### src/rtl/ft_txfifo_arbiter.sv
// Packet-granular round-robin arbiter feeding the FT245 TX FIFO write port.
// Define FT_TXARB_HDR_EN to prefix each grant with a {4'hA, grant_id} header word.
module ft_txfifo_arbiter #(
  parameter int unsigned DATA_W      = 8,
  parameter int unsigned N_REQ       = 3,
  parameter int unsigned MAX_PKT_LEN = 512
) (
  input  logic                      sys_clk,
  input  logic                      sys_rst,
  input  logic [N_REQ-1:0]          req_valid,
  input  logic [N_REQ*DATA_W-1:0]   req_data,
  input  logic [N_REQ-1:0]          req_last,
  output logic [N_REQ-1:0]          req_ready,
  output logic [DATA_W-1:0]         txfifo_data,
  output logic                      txfifo_wr,
  input  logic                      txfifo_full,
  output logic [3:0]                grant_id,
  output logic                      busy,
  output logic                      trunc_pulse
);

  localparam int unsigned ID_W  = 4;
  localparam int unsigned CNT_W = 16;
  localparam int unsigned SH_W  = 5;

  typedef enum logic [1:0] {ST_IDLE, ST_HDR, ST_PKT} state_t;

  state_t              state_q, state_d;
  logic [ID_W-1:0]     grant_q, grant_d;
  logic [ID_W-1:0]     last_q, last_d;
  logic [CNT_W-1:0]    cnt_q, cnt_d;
  logic                wr_q, wr_d;
  logic [DATA_W-1:0]   data_q, data_d;
  logic                trunc_q, trunc_d;

  logic                out_free;
  logic [N_REQ-1:0]    gnt_oh;
  logic                g_valid;
  logic                g_last;
  logic [DATA_W-1:0]   g_data;
  logic                hs;
  logic                load;
  logic [DATA_W-1:0]   load_data;

  logic [2*N_REQ-1:0]  dbl_valid;
  logic [N_REQ-1:0]    rot_valid;
  logic [SH_W-1:0]     sum;
  logic                found;
  logic [ID_W-1:0]     pick_id;

  assign out_free = !wr_q || !txfifo_full;

  // Round-robin pick: rotate so bit 0 is last_grant+1, take the first set bit.
  always_comb begin
    dbl_valid = {req_valid, req_valid};
    rot_valid = N_REQ'(dbl_valid >> (SH_W'(last_q) + SH_W'(1)));
    found     = 1'b0;
    pick_id   = '0;
    sum       = '0;
    for (int unsigned j = 0; j < N_REQ; j++) begin
      if (!found && rot_valid[j]) begin
        found = 1'b1;
        sum   = SH_W'(last_q) + SH_W'(j + 1);
        if (sum >= SH_W'(N_REQ)) sum = sum - SH_W'(N_REQ);
        pick_id = ID_W'(sum);
      end
    end
  end

  // Mux the granted requester's valid/last/data.
  always_comb begin
    gnt_oh  = '0;
    g_valid = 1'b0;
    g_last  = 1'b0;
    g_data  = '0;
    for (int unsigned i = 0; i < N_REQ; i++) begin
      gnt_oh[i] = (grant_q == ID_W'(i));
      if (gnt_oh[i]) begin
        g_valid = req_valid[i];
        g_last  = req_last[i];
        g_data  = req_data[i*DATA_W +: DATA_W];
      end
    end
  end

  assign req_ready = (state_q == ST_PKT && out_free) ? gnt_oh : '0;
  assign hs        = (state_q == ST_PKT) && out_free && g_valid;

  always_comb begin
    state_d   = state_q;
    grant_d   = grant_q;
    last_d    = last_q;
    cnt_d     = cnt_q;
    trunc_d   = 1'b0;
    load      = 1'b0;
    load_data = g_data;
    case (state_q)
      ST_IDLE: begin
        if (found) begin
          grant_d = pick_id;
          cnt_d   = '0;
`ifdef FT_TXARB_HDR_EN
          state_d = ST_HDR;
`else
          state_d = ST_PKT;
`endif
        end
      end
`ifdef FT_TXARB_HDR_EN
      ST_HDR: begin
        if (out_free) begin
          load      = 1'b1;
          load_data = DATA_W'({4'hA, grant_q});
          state_d   = ST_PKT;
        end
      end
`endif
      ST_PKT: begin
        if (hs) begin
          load  = 1'b1;
          cnt_d = cnt_q + CNT_W'(1);
          if (g_last) begin
            last_d  = grant_q;
            state_d = ST_IDLE;
          end else if (cnt_q + CNT_W'(1) == CNT_W'(MAX_PKT_LEN)) begin
            last_d  = grant_q;
            trunc_d = 1'b1;
            state_d = ST_IDLE;
          end
        end
      end
      default: state_d = ST_IDLE;
    endcase
    // Output stage: strobe held while full, dropped once the word leaves.
    wr_d   = load ? 1'b1 : (wr_q && txfifo_full);
    data_d = load ? load_data : data_q;
  end

  always_ff @(posedge sys_clk) begin
    if (sys_rst) begin
      state_q <= ST_IDLE;
      grant_q <= '0;
      last_q  <= ID_W'(N_REQ - 1);
      cnt_q   <= '0;
      wr_q    <= 1'b0;
      data_q  <= '0;
      trunc_q <= 1'b0;
    end else begin
      state_q <= state_d;
      grant_q <= grant_d;
      last_q  <= last_d;
      cnt_q   <= cnt_d;
      wr_q    <= wr_d;
      data_q  <= data_d;
      trunc_q <= trunc_d;
    end
  end

  assign txfifo_wr   = wr_q;
  assign txfifo_data = data_q;
  assign grant_id    = grant_q;
  assign busy        = (state_q != ST_IDLE);
  assign trunc_pulse = trunc_q;

endmodule

### config.mk
export PLATFORM = sky130hd
export DESIGN_NAME = ft_txfifo_arbiter
export DESIGN_NICKNAME = d
export VERILOG_FILES = /design/src/rtl/ft_txfifo_arbiter.sv
export SDC_FILE = /design/constraint.sdc
export NUM_CORES = 1
export LEC_CHECK = 0
export CORE_MARGIN = 8
export CORE_UTILIZATION = 35
export CTS_CLUSTER_SIZE = 12
export DETAILED_ROUTE_END_ITERATION = 10
export SYNTH_ARGS = -nofsm -noshare
export SYNTH_HDL_FRONTEND = slang
export SYNTH_SLANG_ARGS = --single-unit
### constraint.sdc
create_clock -name sys_clk -period 2.7 [get_ports sys_clk]
set_input_delay 0.54 -clock sys_clk [delete_from_list [all_inputs] [get_ports sys_clk]]
set_output_delay 0.54 -clock sys_clk [all_outputs]
set_load 0.05 [all_outputs]
==> results.py <==
metrics = {
    "drt": {
        "post_drt_via_cell_ratio": 5.22,
        "vias": 2655,
        "drt_iter0_markers": 124,
        "drc": 0,
        "wl_per_cell_um": 14.6,
        "routed_wl_mm": 7.45,
        "drtAntennaViolNets": 0,
        "firstDrtPassIters": 4,
    },
    "pwr": {
        "ir_drop_v": 0.000208,
        "p_total_mw": 1.38,
        "p_leak_nw": 1.18,
        "power_density_nw_per_um2": 403,
    },
    "sta": {
        "fmax_mhz": 401,
        "relSlewSlack": 0.634,
        "finClkSkew_ns": 0.00271,
        "worstMarginPinSlew_ns": 0.548,
        "whs_ns": 0.456,
        "period_needed_ns": 2.49,
        "setup_violations": 0,
        "setup_ws_ns": 0.205,
        "fin_crit_sh": 0.924,
        "rsz0062_at_grt": "no",
        "drv_slew": 0,
        "finalHoldViolCount": 0,
        "setup_tns_ns": 0,
    },
    "run_status": {
        "status": "finished, final reports clean",
    },
    "global_routing": {
        "grt_pass1_vias": 2731,
        "grt_use_total": 0.152,
        "grt_overflow": 0,
        "grt_max_degree": 23,
        "grt_first_pass_wirelength_mm": 12.8,
        "antenna_found_initial": 0,
        "grt_util_met1": 0.198,
        "grtUsageMet2": 0.224,
        "grt.busiest_layer": "met2",
        "met3_usage": 0.0593,
    },
    "floorplanning": {
        "core_um2": 7210,
        "dieArea_um2": 10400,
        "start_util": 0.360,
        "io_pins": 51,
        "dieWidth_um": 102,
        "rows": 31,
        "die_h_um": 102,
    },
    "worst_setup_path": {
        "crit_path_max_fanout": 4,
        "startpoint_type": "primary input",
        "r2r_start": "cnt_q[5]$_SDFFE_PP0P_",
        "cpPeakStageDelay_ns": 0.52,
        "endpoint_kind": "register",
        "crit_chain": "clkdlybuf4s50_1, inv_1, a221o_1, or2_1, or3_4, or4_4, nor3b_2",
        "critPathTopFamily": "simple AND/OR/NAND/NOR gates",
        "worst-path-buf-inv": 2,
        "crit_arrival_ns": 2.72,
        "cp_slowest_cell": "or4_4",
        "cp.required_ns": 2.92,
        "setup.worst_path.class": "primary input to register",
        "crit_path_start": "req_valid[2]",
    },
    "place": {
        "pre_cts_ws_ns": -0.100,
        "portBuffers": 50,
        "hpwlAfterDp_mm": 5.60,
        "placedInstanceArea_um2": 3330,
        "globalplace.congestion": 0.891,
    },
    "cts": {
        "cts_sinks": 35,
        "h-tree-depth": 2,
        "ctsResizeCount": 0,
        "cts_hold_buf": 0,
        "post_cts_buffers": 0,
        "clockBufferDepth": 2,
        "cts_tree": "built",
        "cts_inserted_buffers": 5,
        "clkLatencyLatePin_ns": 0.29,
        "clkTransAtPathRegs_ns": 0.07,
        "root_buffer": "clkbuf_8",
    },
    "layout": {
        "insertedDiodeCount": 0,
        "nNetsFinal": 451,
        "final_common_cell": "clkdlybuf4s50_1",
        "layout-drive-gt1-share": 0.122,
        "num-fill-cells": 756,
        "layout_common_cells": "47 x clkdlybuf4s50_1, 44 x nor2_1, 38 x nand2_1, 35 x dfxtp_1",
        "design_area_um2": 3410,
        "area_delta_synth_final_pct": 31.3,
    },
    "synthesis": {
        "synthSimpleGateAreaFrac": 0.318,
        "synth_compound_area_frac": 0.213,
        "synth_nets": 396,
        "yosys.area_share.adder": 0.0433,
        "synth_area_per_cell_um2": 7.34,
        "seq_area_frac_synth": 0.269,
        "synth.distinct_cells": 57,
        "netlist_area_um2": 2600,
        "ys_warn_count": 0,
        "ys_seq_elements": 35,
        "synthFlopType": "dfxtp_1",
        "async_flop_share": 0,
        "synthMuxAreaShare": 0.0626,
        "synth_top_family_by_area": "simple AND/OR/NAND/NOR gates",
        "syn_inst": 354,
        "synth_xor_area_frac": 0.0371,
        "synth_edf_count": 0,
    },
    "worst_hold_path": {
        "hp-start": "txfifo_data[2]$_SDFFE_PP0P_",
        "min_path_type": "register to register",
    },
    "run": {
        "maxCapViolations": 0,
    },
}
[worst paths after layout]
path / cells past startpoint / slack (ns) / to
min reg2reg: 2 / 0.46 / txfifo_data[2]$_SDFFE_PP0P_
min: 2 / 0.46 / txfifo_data[2]$_SDFFE_PP0P_
max: 7 / 0.21 / trunc_pulse$_SDFF_PP0_
max reg2reg: 6 / 0.31 / trunc_pulse$_SDFF_PP0_
[power by group]
part           total (mW)  internal (mW)  leakage, nW  switching [mW]
Clock               0.378          0.181       0.0422           0.196
Sequential          0.558          0.536        0.283          0.0217
Combinational       0.442          0.193        0.850           0.250
[worst min-delay path: stages, from the launching register on]
cell	delay (ns)
dfxtp_1	0.31
nand2_1	0.05
a21oi_1	0.05
[final cells by class]
type                            count  area (um2)  share of cell area
Multi-Input combinational cell    285        1760               0.514
Timing Repair Buffer               77         733               0.215
Sequential cell                    35         701               0.205
Tap cell                           99         124              0.0363
Clock buffer                        7        76.3              0.0224
Inverter                            5        18.8             0.00550
Clock inverter                      1        5.00             0.00147
[kinds of logic (layout without fill, tap and decap cells)]
kind of cell / count (synthesis) / count (layout)
buf+inv: 34 / 90
xor+xnor: 11 / 11
fa+ha+maj: 9 / 9
simple gates: 161 / 161
flops: 35 / 35
compound gates: 88 / 88
mux: 16 / 16
[through the flow]
step,cells,util
after global placement,501,0.462
final,509,0.473
after floorplan,354,-
after detailed placement,501,0.462
after CTS,509,0.473
after global routing,509,0.473
[synth_stat cells, types with 2 or more instances]
cell type  number  share of area
or3_1           4         0.0096
inv_1           5         0.0072
o211ai_1        2         0.0058
ha_1            9          0.043
or2_2           2         0.0048
a31oi_1         3         0.0072
nor3b_1         4          0.012
nor2b_1         2         0.0048
o32a_1          2         0.0077
buf_6           2         0.0087
and4_1          2         0.0067
nand3b_1        4          0.012
nand4_1         4         0.0096
nor3_1         13          0.025
a211oi_1        6          0.017
a21oi_1        27          0.052
a22oi_1         4          0.012
and3_1          3         0.0072
nor2_1         44          0.064
o21ai_0        25          0.048
mux2i_1        14          0.054
nand3_1        14          0.027
nor4_1          3         0.0072
xor2_1          3          0.010
a311oi_1        4          0.013
buf_2           3         0.0058
clkbuf_1       22          0.032
nand2b_1        7          0.017
a31o_2          2         0.0067
o31a_1          2         0.0067
xnor2_1         8          0.027
mux2_2          2         0.0087
and2_1          6          0.014
dfxtp_1        35           0.27
nand2_1        38          0.055
or4_1           3         0.0087
[layer usage]
layer,wire length (um),up-vias
met5,0,-
met4,85,0
met3,558,8
met2,3100,63
met1,3700,1200
li1,-,1384
[registers in the layout, summed over array words and instances, names as in the netlist]
register     count
state_q          1
cnt_q           16
txfifo_wr        1
trunc_pulse      1
grant_id         4
last_q           4
txfifo_data      8
Power figures use the tool's default switching activity.
